===== config.mk =====
export PLATFORM = sky130hd
export DESIGN_NAME = sum_stationary_sequencer
export DESIGN_NICKNAME = d
export VERILOG_FILES = /design/src/rtl/sum_stationary_pkg.sv /design/src/rtl/sum_stationary_sequencer_result_row_buffer.sv /design/src/rtl/sum_stationary_sequencer.sv
export SDC_FILE = /design/constraint.sdc
export NUM_CORES = 1
export LEC_CHECK = 0
export ABC_AREA = 1
export CAP_MARGIN = 20
export CORE_MARGIN = 5
export CORE_UTILIZATION = 35
export DETAILED_ROUTE_END_ITERATION = 10
export PLACE_DENSITY = 0.64
export SLEW_MARGIN = 20
export SYNTH_ARGS = -nofsm -noshare
export SYNTH_HDL_FRONTEND = slang
export SYNTH_SLANG_ARGS = --single-unit

===== constraint.sdc =====
create_clock -name clk -period 10 [get_ports clk]
set_input_delay 2 -clock clk [delete_from_list [all_inputs] [get_ports clk]]
set_output_delay 2 -clock clk [all_outputs]
set_load 0.03 [all_outputs]

===== src/rtl/sum_stationary_pkg.sv =====
// Shared types and width helpers for the sum_stationary job sequencer.
// The sequencer and its result buffer both import this package.
package sum_stationary_pkg;

    typedef enum logic [1:0] {
        SEQ_CLEAR = 2'd0,
        SEQ_FEED  = 2'd1,
        SEQ_RUN   = 2'd2,
        SEQ_HOLD  = 2'd3
    } seq_state_e;

    localparam int JOBS_CNT_W = 16;

    // Width of one C element: full product plus log2(N) bits of accumulation growth.
    function automatic int C_WIDTH(input int dw, input int n);
        return 2 * dw + $clog2(n);
    endfunction

endpackage


===== src/rtl/sum_stationary_sequencer_result_row_buffer.sv =====
// Result buffer: captures a full C matrix from the array in one cycle and
// drains it one row per accepted transfer on a valid/ready port.
module result_row_buffer
    import sum_stationary_pkg::*;
#(
    parameter int N            = 4,
    parameter int C_DATA_WIDTH = 18,
    parameter int IDX_W        = 2
) (
    input  logic                            clk,
    input  logic                            reset,
    input  logic                            capture,
    input  logic [N*N*C_DATA_WIDTH-1:0]     c_data,
    output logic                            res_valid,
    input  logic                            res_ready,
    output logic [N*C_DATA_WIDTH-1:0]       res_row,
    output logic [IDX_W-1:0]                res_row_idx,
    output logic                            res_last,
    output logic                            last_pop,
    output logic                            can_capture,
    output logic                            full
);

    localparam int ROW_W = N * C_DATA_WIDTH;

    logic [ROW_W-1:0] rows [N];
    logic [IDX_W-1:0] row_idx;
    logic             pop;

    assign pop         = full & res_ready;
    assign res_last    = (row_idx == IDX_W'(N - 1));
    assign last_pop    = pop & res_last;
    // A capture may land on the same edge as the final pop of the previous job.
    assign can_capture = !full | last_pop;

    assign res_valid   = full;
    assign res_row_idx = row_idx;
    assign res_row     = full ? rows[row_idx] : '0;

    always_ff @(posedge clk) begin
        if (reset) begin
            full    <= 1'b0;
            row_idx <= '0;
        end else if (capture) begin
            full    <= 1'b1;
            row_idx <= '0;
        end else if (pop) begin
            if (res_last) begin
                full    <= 1'b0;
                row_idx <= '0;
            end else begin
                row_idx <= row_idx + IDX_W'(1);
            end
        end
    end

    // Data registers carry no reset; res_row is masked while the buffer is empty.
    always_ff @(posedge clk) begin
        if (capture) begin
            for (int r = 0; r < N; r++) begin
                rows[r] <= c_data[r*ROW_W +: ROW_W];
            end
        end
    end

endmodule


===== src/rtl/sum_stationary_sequencer.sv =====
// Job sequencer around one sum_stationary NxN array: feeds N operand beats,
// clears the array between jobs and hands the finished C matrix to a row-drain buffer.
module sum_stationary_sequencer
    import sum_stationary_pkg::*;
#(
    parameter int DATA_WIDTH   = 8,
    parameter int N            = 4,
    parameter int C_DATA_WIDTH = C_WIDTH(DATA_WIDTH, N)
) (
    input  logic                            clk,
    input  logic                            reset,
    input  logic                            in_valid,
    output logic                            in_ready,
    input  logic [N*DATA_WIDTH-1:0]         in_a_col,
    input  logic [N*DATA_WIDTH-1:0]         in_b_row,
    input  logic                            in_last,
    output logic                            arr_reset,
    output logic                            arr_input_valid,
    output logic [N*DATA_WIDTH-1:0]         arr_a_data,
    output logic [N*DATA_WIDTH-1:0]         arr_b_data,
    input  logic                            arr_output_valid,
    input  logic [N*N*C_DATA_WIDTH-1:0]     arr_c_data,
    output logic                            res_valid,
    input  logic                            res_ready,
    output logic [N*C_DATA_WIDTH-1:0]       res_row,
    output logic [$clog2(N)-1:0]            res_row_idx,
    output logic                            res_last,
    output logic                            busy,
    output logic                            protocol_err,
    output logic [JOBS_CNT_W-1:0]           jobs_done
);

    localparam int IDX_W  = $clog2(N);
    localparam int BEAT_W = $clog2(N + 1);

    localparam logic [1:0] CLEAR = SEQ_CLEAR;
    localparam logic [1:0] FEED  = SEQ_FEED;
    localparam logic [1:0] RUN   = SEQ_RUN;
    localparam logic [1:0] HOLD  = SEQ_HOLD;

    localparam logic [BEAT_W-1:0] LAST_BEAT = BEAT_W'(N - 1);

    logic [1:0]        state;
    logic [BEAT_W-1:0] beat_cnt;
    logic              accept;
    logic              beat_last;
    logic              in_run;
    logic              capture;
    logic              can_capture;
    logic              last_pop;
    logic              rbuf_full;

    // Both ports use valid/ready: a transfer happens on any edge where valid and
    // ready are high together; valid and its payload hold until that edge.
    assign in_ready        = (state == FEED);
    assign accept          = in_valid & in_ready;
    assign arr_reset       = reset | (state == CLEAR);
    assign arr_input_valid = accept;
    assign arr_a_data      = in_ready ? in_a_col : '0;
    assign arr_b_data      = in_ready ? in_b_row : '0;

    assign beat_last = (beat_cnt == LAST_BEAT);
    assign in_run    = (state == RUN) | (state == HOLD);
    assign capture   = in_run & arr_output_valid & can_capture;
    assign busy      = (state != FEED) | (beat_cnt != '0) | rbuf_full;

    always_ff @(posedge clk) begin
        if (reset) begin
            state    <= CLEAR;
            beat_cnt <= '0;
        end else begin
            case (state)
                CLEAR: state <= FEED;
                FEED: begin
                    if (accept) begin
                        if (beat_last) begin
                            beat_cnt <= '0;
                            state    <= RUN;
                        end else begin
                            beat_cnt <= beat_cnt + BEAT_W'(1);
                        end
                    end
                end
                // The array keeps presenting its result until cleared, so HOLD just waits.
                RUN: begin
                    if (capture) begin
                        state <= CLEAR;
                    end else if (arr_output_valid) begin
                        state <= HOLD;
                    end
                end
                HOLD: begin
                    if (capture) begin
                        state <= CLEAR;
                    end
                end
                default: state <= CLEAR;
            endcase
        end
    end

    always_ff @(posedge clk) begin
        if (reset) begin
            protocol_err <= 1'b0;
            jobs_done    <= '0;
        end else begin
            if (accept && (in_last != beat_last)) begin
                protocol_err <= 1'b1;
            end
            if (last_pop) begin
                jobs_done <= jobs_done + JOBS_CNT_W'(1);
            end
        end
    end

    result_row_buffer #(
        .N            (N),
        .C_DATA_WIDTH (C_DATA_WIDTH),
        .IDX_W        (IDX_W)
    ) u_rbuf (
        .clk          (clk),
        .reset        (reset),
        .capture      (capture),
        .c_data       (arr_c_data),
        .res_valid    (res_valid),
        .res_ready    (res_ready),
        .res_row      (res_row),
        .res_row_idx  (res_row_idx),
        .res_last     (res_last),
        .last_pop     (last_pop),
        .can_capture  (can_capture),
        .full         (rbuf_full)
    );

endmodule


==> impl_metrics.tcl <==
set metrics [dict create \
    status "complete, no violations" \
    die-area_um2 40700 \
    drive_gt1_share_pct 4.36 \
    finalSetupViolations 0 \
    rr_startpoint "u_rbuf.res_row_idx[0]" \
    worst_pin_slew_ns 1.09 \
    synth.largest_area_cell "edfxtp_1" \
    cp.required_ns 8.00 \
    async_flop_share_pct 0 \
    cp-start-kind "input pin" \
    dp_hpwl_um 30500 \
    fin_area_um2 19600 \
    chipHeight_um 202 \
    cts_setup_buffers 0 \
    cellPowerDensity_nw_per_um2 169 \
    grt_first_pass_wirelength_um 62900 \
    fin_setup_tns_ns 0 \
    grt_pass1_vias 10643 \
    post-route-util_pct 53.9 \
    fin_total_pwr_mw 3.32 \
    cts-root-buf "clkbuf_16" \
    die-width_um 202 \
    path_clk_slew_ns 0.06 \
    rsz0062_at_grt "no" \
    crit_chain "clkdlybuf4s50_1, inv_1, o21ai_0, clkdlybuf4s50_1" \
    syn_avg_cell_area_um2 11.0 \
    synth_warnings 0 \
    slew_viol_final 0 \
    synth_cell_types 29 \
    yosysSeqAreaShare_pct 71.4 \
    antenna_left 0 \
    io_buffers 518 \
    path_buf_inv 3 \
    grt_max_degree 148 \
    slowest_delay_ns 0.73 \
    synth_area_leaders "edfxtp_1, nor2_1, dfxtp_1" \
    core_um2 36400 \
    cpMaxStageDelayCell "clkdlybuf4s50_1" \
    critPathKind "input pin to primary output" \
    setup_ws_ns 4.04 \
    placed_cells 2101 \
    synth_edf_count 288 \
    worstPathArrival_ns 3.96 \
    hold_violations 0 \
    fin_crit_ns 5.96 \
    hold_buffers 0 \
    ys_seq_elements 315 \
    clkLatencyLatePin_ns 0.52 \
    cts_resized 0 \
    holdCritStartpoint "beat_cnt[2]" \
    vias 10270 \
    tritoncts_num_sinks 315 \
    first_pass_iters 7 \
    vias_per_cell 4.73 \
    area_growth_pct 52.5 \
    dp_slack_ns 4.04 \
    fin_cells 2169 \
    relSlewSlack_pct 27.4 \
    synthMostInstantiatedCell "nor2_1" \
    ys.flop_type "edfxtp_1" \
    nets 2033 \
    netlist_area_um2 12900 \
    fin_hold_ws_ns 0.459 \
    endpoint_kind "primary output" \
    clock_skew_ns 0.0133 \
    wl_per_cell_um 19.7 \
    grtUsageTotal_pct 20.0 \
    syn_inst 1169 \
    gp_congestion 0.902 \
    placementRows 70 \
    io-pin-count 519 \
    leakagePower_nw 7.06 \
    drt_wl_total_um 42700 \
    cts_max_level 2 \
    drtIter0Drc 514 \
    cts_tree "done" \
    synthTopCellsByCount "nor2_1, edfxtp_1, a21oi_1, inv_1, o21ai_1" \
    worstHoldPathType "register to register" \
    cpLargestDelayFamily "buffers and inverters" \
    drc_errors 0 \
    synth_nets 1531 \
    antenna_found_initial 3 \
    initial_core_util_pct 35.3 \
    period_share_pct 59.6 \
    grt-ovfl-total 0 \
    max-cap-violations 0 \
    synthDominantCellAreaShare_pct 67.2 \
    numCtsBuffers 36 \
    placed_cell_area_um2 18500 \
    startpoint "reset" \
    fmax_ghz 0.168 \
    ir_worst_vdd_uv 131 \
    cp_max_fo 14 \
    clockBufferDepth 3 \
    crit_top_cell "clkdlybuf4s50_1" \
]
state kept, by name, indices dropped and copies added, names as in the netlist, named ones only:
register / count
jobs_done: 16
protocol_err: 1
beat_cnt: 3
u_rbuf.rows: 288
u_rbuf.res_row_idx: 2
u_rbuf.full: 1
state: 2
placed cells by master, fill, tap and decap left out, types with 2 or more instances in the layout:
| cell type | count |
|---|---|
| clkdlybuf4s50_1 | 518 |
| nor2_1 | 376 |
| edfxtp_1 | 288 |
| a21oi_1 | 89 |
| inv_1 | 87 |
| o21ai_1 | 86 |
| o21ai_0 | 64 |
| nand2_1 | 40 |
| clkbuf_16 | 38 |
| dfxtp_1 | 25 |
| nand3_1 | 10 |
| clkbuf_1 | 9 |
| clkinv_1 | 8 |
| buf_4 | 7 |
| nand4_1 | 6 |
| nor3_1 | 6 |
| inv_2 | 4 |
| ha_1 | 4 |
| diode_2 | 3 |
| nand2_2 | 3 |
| nand3_2 | 2 |
| nor2_2 | 2 |
| o21a_1 | 2 |
| dfxtp_4 | 2 |
| inv_6 | 2 |
| clkbuf_8 | 2 |
| clkinv_4 | 2 |
| bufinv_16 | 2 |
| clkinvlp_4 | 2 |
worst paths after layout:
check / cells past startpoint / slack, ns / end
max: 4 / 4.04 / arr_reset
min: 2 / 0.46 / beat_cnt[2]
max reg2reg: 6 / 6.76 / u_rbuf.rows[0][16]
min reg2reg: 2 / 0.46 / beat_cnt[2]
metal layers:
layer  vias to the layer above  share of wire [%]  global-route usage [%]
met5                         -              0.075                       0
met4                         4                3.1                    6.27
met3                        67                9.5                    7.57
met2                       422                 52                    37.4
met1                      4802                 35                    20.6
li1                       4975                  -                       -
tightest hold or removal path, stage by stage (launching register included):
cell and delay [ns]:
dfxtp_1 0.31, nand3_1 0.07, inv_1 0.03
report_power, final:
| group | internal [mW] | switching, mW |
|---|---|---|
| Sequential | 1.52 | 0.0198 |
| Clock | 0.764 | 0.525 |
| Combinational | 0.231 | 0.265 |
cells by family after synthesis:
| group | share of synthesized area, % |
|---|---|
| flops | 71.4 |
| xor+xnor | 0.136 |
| buf+inv | 4.81 |
| fa+ha+maj | 0.389 |
| simple gates | 13.8 |
| compound gates | 9.52 |
layout make-up:
type                            count  area, µm²
Inverter                           94        363
Tap cell                          468        586
Sequential cell                   315       9200
Antenna cell                        3       7.51
Timing Repair Buffer              526       5260
Clock inverter                     16        141
Fill cell                        3211      16800
Multi-Input combinational cell    698       3070
Clock buffer                       49       1010
Power figures use the tool's default switching activity.
